$ cat src/rtl/fifo_drain_ctrl.sv
// Read-side controller for a synchronous FIFO: issues credit-limited reads, absorbs the
// one-cycle read latency in a skid buffer and presents the data on a valid/ready stream.
`timescale 1ns/1ps

module fifo_drain_ctrl #(
  parameter int unsigned DATA_W     = 8,
  parameter int unsigned SKID_DEPTH = 3,
  parameter int unsigned CNT_W      = 16
) (
  input  logic              CLK,
  input  logic              RESET,
  input  logic              enable,
  input  logic              flush,
  input  logic              err_clr,
  input  logic [DATA_W-1:0] fifo_rd_data,
  input  logic              fifo_empty,
  input  logic              fifo_error,
  output logic              fifo_rd_en,
  output logic              fifo_clear,
  output logic              out_valid,
  input  logic              out_ready,
  output logic [DATA_W-1:0] out_data,
  output logic              halted,
  output logic [CNT_W-1:0]  pkt_cnt
);

  localparam int unsigned PTR_W = (SKID_DEPTH > 1) ? $clog2(SKID_DEPTH) : 1;
  localparam int unsigned OCC_W = $clog2(SKID_DEPTH + 1);
  localparam logic [OCC_W:0]   DEPTH_L = (OCC_W + 1)'(SKID_DEPTH);
  localparam logic [PTR_W-1:0] LAST_P  = PTR_W'(SKID_DEPTH - 1);

  typedef enum logic [1:0] {
    IDLE  = 2'd0,
    RUN   = 2'd1,
    FLUSH = 2'd2,
    HALT  = 2'd3
  } state_t;

  state_t             state_q, state_d;
  logic [DATA_W-1:0]  mem_q [SKID_DEPTH];
  logic [PTR_W-1:0]   rd_ptr_q, rd_ptr_d;
  logic [PTR_W-1:0]   wr_ptr_q, wr_ptr_d;
  logic [OCC_W-1:0]   count_q, count_d;
  logic               inflight_q, inflight_d;
  logic [CNT_W-1:0]   pkt_cnt_q, pkt_cnt_d;
  logic               halted_q, clear_q;

  logic               flush_take, halt_take, push, pop;
  logic [OCC_W:0]     occ;

  always_comb begin
    occ        = {1'b0, count_q} + {{OCC_W{1'b0}}, inflight_q};
    fifo_rd_en = (state_q == RUN) & ~fifo_empty & (occ < DEPTH_L);
  end

  assign out_valid  = (count_q != '0);
  assign out_data   = mem_q[rd_ptr_q];
  assign halted     = halted_q;
  assign fifo_clear = clear_q;
  assign pkt_cnt    = pkt_cnt_q;

  always_comb begin
    // An error in the same cycle wins over a flush, so the buffer survives into HALT.
    halt_take  = fifo_error & (state_q != HALT);
    flush_take = flush & ~fifo_error & ((state_q == IDLE) | (state_q == RUN));
    push       = inflight_q & ~flush_take;
    pop        = out_valid & out_ready & ~flush_take;

    state_d = state_q;
    case (state_q)
      IDLE: begin
        if (halt_take)       state_d = HALT;
        else if (flush_take) state_d = FLUSH;
        else if (enable)     state_d = RUN;
      end
      RUN: begin
        if (halt_take)       state_d = HALT;
        else if (flush_take) state_d = FLUSH;
        else if (!enable)    state_d = IDLE;
      end
      FLUSH: begin
        if (halt_take)       state_d = HALT;
        else if (enable)     state_d = RUN;
        else                 state_d = IDLE;
      end
      HALT: begin
        if (err_clr)         state_d = FLUSH;
      end
      default:               state_d = IDLE;
    endcase

    rd_ptr_d = rd_ptr_q;
    wr_ptr_d = wr_ptr_q;
    count_d  = count_q;
    if (flush_take) begin
      rd_ptr_d = '0;
      wr_ptr_d = '0;
      count_d  = '0;
    end else begin
      if (push) wr_ptr_d = (wr_ptr_q == LAST_P) ? '0 : wr_ptr_q + PTR_W'(1);
      if (pop)  rd_ptr_d = (rd_ptr_q == LAST_P) ? '0 : rd_ptr_q + PTR_W'(1);
      case ({push, pop})
        2'b10:   count_d = count_q + OCC_W'(1);
        2'b01:   count_d = count_q - OCC_W'(1);
        default: count_d = count_q;
      endcase
    end

    inflight_d = fifo_rd_en & ~flush_take;
    pkt_cnt_d  = pop ? pkt_cnt_q + CNT_W'(1) : pkt_cnt_q;
  end

  always_ff @(posedge CLK or negedge RESET) begin
    if (!RESET) begin
      state_q    <= IDLE;
      rd_ptr_q   <= '0;
      wr_ptr_q   <= '0;
      count_q    <= '0;
      inflight_q <= 1'b0;
      pkt_cnt_q  <= '0;
      halted_q   <= 1'b0;
      clear_q    <= 1'b0;
      for (int unsigned i = 0; i < SKID_DEPTH; i++) mem_q[i] <= '0;
    end else begin
      state_q    <= state_d;
      rd_ptr_q   <= rd_ptr_d;
      wr_ptr_q   <= wr_ptr_d;
      count_q    <= count_d;
      inflight_q <= inflight_d;
      pkt_cnt_q  <= pkt_cnt_d;
      halted_q   <= (state_d == HALT);
      clear_q    <= (state_d == FLUSH);
      if (push) mem_q[wr_ptr_q] <= fifo_rd_data;
    end
  end

endmodule

$ cat config.mk
export PLATFORM = sky130hd
export DESIGN_NAME = fifo_drain_ctrl
export DESIGN_NICKNAME = d
export VERILOG_FILES = /design/src/rtl/fifo_drain_ctrl.sv
export SDC_FILE = /design/constraint.sdc
export NUM_CORES = 1
export LEC_CHECK = 0
export ABC_AREA = 0
export CORE_UTILIZATION = 37
export DETAILED_ROUTE_END_ITERATION = 10
export PLACE_DENSITY_LB_ADDON = 0.1
export SLEW_MARGIN = 20
export SYNTH_ARGS = -nofsm -noshare
export SYNTH_HDL_FRONTEND = slang
export SYNTH_SLANG_ARGS = --single-unit
$ cat constraint.sdc
create_clock -name CLK -period 3.7 [get_ports CLK]
set_clock_uncertainty 0.1 [all_clocks]
set_input_delay 1.11 -clock CLK [delete_from_list [all_inputs] [get_ports CLK]]
set_output_delay 1.11 -clock CLK [all_outputs]
set_load 0.01 [all_outputs]
==> metrics.md <==
| Metric | Value |
|---|---|
| RD Place Congestion | around 0.7 |
| Top FF cell, synth | dfrtp_1 |
| Total power | approximately 0.0020 W |
| Hold_buf cts | 0 |
| Total number of vias | about 1.6k |
| # rows | 28 |
| Yosys top cell area share | between 50% and 60% |
| Slew HR | 57.5% |
| Worst-margin pin slew | about 640 ps |
| Reg-to-Reg End | mem_q[20] |
| Final hold viol count | 0 |
| CP max-delay cell | or4b_1 |
| Worst reg2reg path depth | 5 |
| RSZ-0062 raised after global routing | no |
| Asr flop ratio synth | between 90% and 100% |
| Clock latency on the worst-skew pair | approximately 300 ps |
| CP bufs+invs | 2 |
| Total GRT Usage | between 10 and 15% |
| Most frequent cell after synthesis | dfrtp_1 |
| Critical path class | in2out |
| Fin crit period | 3650 ps |
| Reg2reg start | state_q[1] |
| Chip height | slightly above 80 µm |
| Final period util | between 90% and 100% |
| Initial Util | between 30% and 40% |
| Maximum vdd drop | approximately 0.28 mV |
| Die Width | 81.7 µm |
| Final setup violation count | 0 |
| Grt total ovfl | 0 |
| Power per cell area | 660 nW/µm² |
| Clock Tree Root | clkbuf_8 |
| CTS tree | yes |
| Layout cells sized above 1 | 11.9% |
| Post-layout util | between 40 and 50% |
| Highest net fanout along the worst path | 2 |
| Vias per cell | around 5 |
| CORE AREA | between 6000 and 7000 µm² |
| Syn Nets | between 200 and 250 |
| Post-synth EDFFs | 0 |
| Die Area | 6670 µm² |
| DRT iter0 DRCs | between 60 and 70 |
| ANT nets after route | 0 |
| Area Overhead vs Synth | 26.7% |
| Max Freq | 274 MHz |
| Syn Inst Count | 193 |
| Worst Setup EP | fifo_rd_en |
| Largest cells by area after synthesis | dfrtp_1 54%, mux2_1 10%, xnor2_1 4.5% |
| Startpoint Class | primary input |
| Fillers | 560 |
| Inserted Clock Buffers | 5 |
| Register area share after synthesis | 54.3% |
| Post-route cell area | around 3000 µm² |
| Drt total wl | 4270 µm |
| Register-to-Register Setup Slack | roughly 1900 ps |
| Max H-tree Level | 2 |
| Post-synthesis instance area | ~2300 µm² |
| Post-synthesis area per instance | between 10 and 15 µm² |
| CP Launch Point | fifo_empty |
| Critical Path, Cell by Cell | clkdlybuf4s50_1 -> or4b_1 -> a21oi_1 -> dlygate4sd2_1 |
| Clk slew on worst S/H paths | around 80 ps |
| Top cells by count, synth | 51 x dfrtp_1, 21 x mux2_1, 18 x nand2_1, 12 x xnor2_1 |
| Hold Path Cell Cnt | 1 |
| Crit. path cell count | 4 |
| IO Pins | between 40 and 50 |
| Bufs on Longest Clock Path | 2 |
| Arrival time worst endpoint | approximately 2400 ps |
| DRT Pass-1 Iters | 4 |
| Largest net degree at the start of global routing | 52 |
| Synth area leader | dfrtp_1 |
| DR DRC count | 0 |
| Static leakage | between 1 and 1.5 nW |
| Placed Area | between 2000 and 3000 µm² |
| Nets@finish | ~260 |
| Largest stage delay on the critical path | around 500 ps |
| Worst Hold Class | reg2reg |
| IO buf count | 43 |
| Initial antenna violation count | 0 |
| Final Max Tran Viols | 0 |
| Vias in the first global route | between 1.5k and 2k |
| Max_cap viols | 0 |
| Required @ worst endpoint | roughly 2500 ps |
| CP delay by family, top | buffers and inverters |
| Ant diodes | 0 |
| Post-route setup TNS | 0 ps |
| Count of different cell masters after synthesis | 40 |
| First-pass GRT wire length | around 7300 µm |
| Run status | finished clean |
| Placed cell count | between 300 and 400 |
| Register bit total from synthesis | 51 |
| Clock Sinks | 51 |
| DR WL/cell | ~13 µm |
| Final Non-Filler Cells | between 300 and 400 |
| Yosys warning total | 0 |
| DP HPWL | slightly below 3000 µm |
| Nature of the critical path endpoint | output pin |
-- registers in the layout, indices dropped and copies added (netlist names), 2 cells and up --
signal,count
count_q,2
pkt_cnt,16
wr_ptr_q,2
state_q,2
mem_q,24
rd_ptr_q,2
-- worst register-to-register path: stages, from the launching register on --
cell and delay, ps:
dfrtp_1 490, nor3b_4 60, buf_4 210, nor4_4 290, buf_4 230, mux2_2 330
-- layout by cell type, fill, tap and decap left out, types with 4 or more instances in the layout --
cell type | netlist | final
a21oi_1 | 6 | 6
buf_4 | 0 | 5
clkbuf_8 | 0 | 7
clkdlybuf4s50_1 | 0 | 41
dfrtp_1 | 51 | 51
mux2_1 | 21 | 21
mux2_2 | 4 | 4
mux2i_1 | 8 | 8
nand2_1 | 18 | 18
nand3_1 | 6 | 6
nand4_1 | 5 | 5
nor2_1 | 6 | 6
nor2b_1 | 4 | 4
nor3_1 | 4 | 4
o21ai_0 | 8 | 8
xnor2_1 | 12 | 12
xor2_1 | 5 | 5
-- per-stage QoR --
step           hold WS (ps)  setup slack (ps)
2_1_floorplan           357               652
4_1_cts                 379              40.2
3_5_place_dp            365              -219
5_1_grt                 382              6.95
3_3_place_gp            361              -211
6_report                369              50.1
-- per-layer routing --
layer | wire length [µm] | track usage [%] | vias up
met3 | 201 | 3.89 | 6
met1 | 2000 | 19.3 | 785
met4 | 64 | 5.26 | 0
met5 | 0 | 0 | -
li1 | - | - | 779
met2 | 2000 | 22.7 | 28
-- worst min path at each step --
stage	from	to	slack (ps)
CTS	pkt_cnt[15]	pkt_cnt[15]	380
finish	pkt_cnt[15]	pkt_cnt[15]	370
floorplan	mem_q[16]	mem_q[16]	360
global route	pkt_cnt[15]	pkt_cnt[15]	380
global placement	pkt_cnt[15]	pkt_cnt[15]	360
detailed placement	pkt_cnt[15]	pkt_cnt[15]	370
-- where the power goes --
group,switching (W),internal [W]
clock network,0.000174,0.000171
registers,0.000165,0.000755
logic,0.000285,0.000416
total,0.000623,0.00134
-- logic make-up (layout without fill, tap and decap cells) --
family	Yosys count	in the layout	synth area share (%)
xor+xnor	17	17	6.34
fa+ha+maj	3	3	1.60
buf+inv	9	60	1.86
compound gates	21	21	5.27
simple gates	59	59	15.2
mux	33	33	15.4
flops	51	51	54.3
-- area by class of cell --
type	count	area [µm²]	share of cell area, %
Timing Repair Buffer	48	462	15.5
Clock buffer	8	100	3.36
Multi-Input combinational cell	133	1030	34.6
Sequential cell	51	1280	42.9
Inverter	4	15.0	0.504
Tap cell	75	93.8	3.15
-- timing repair --
action	CTS	global route
resized for setup	1	0
setup buffers	0	0
endpoints found under the setup margin	1	0
Power figures use the tool's default switching activity.
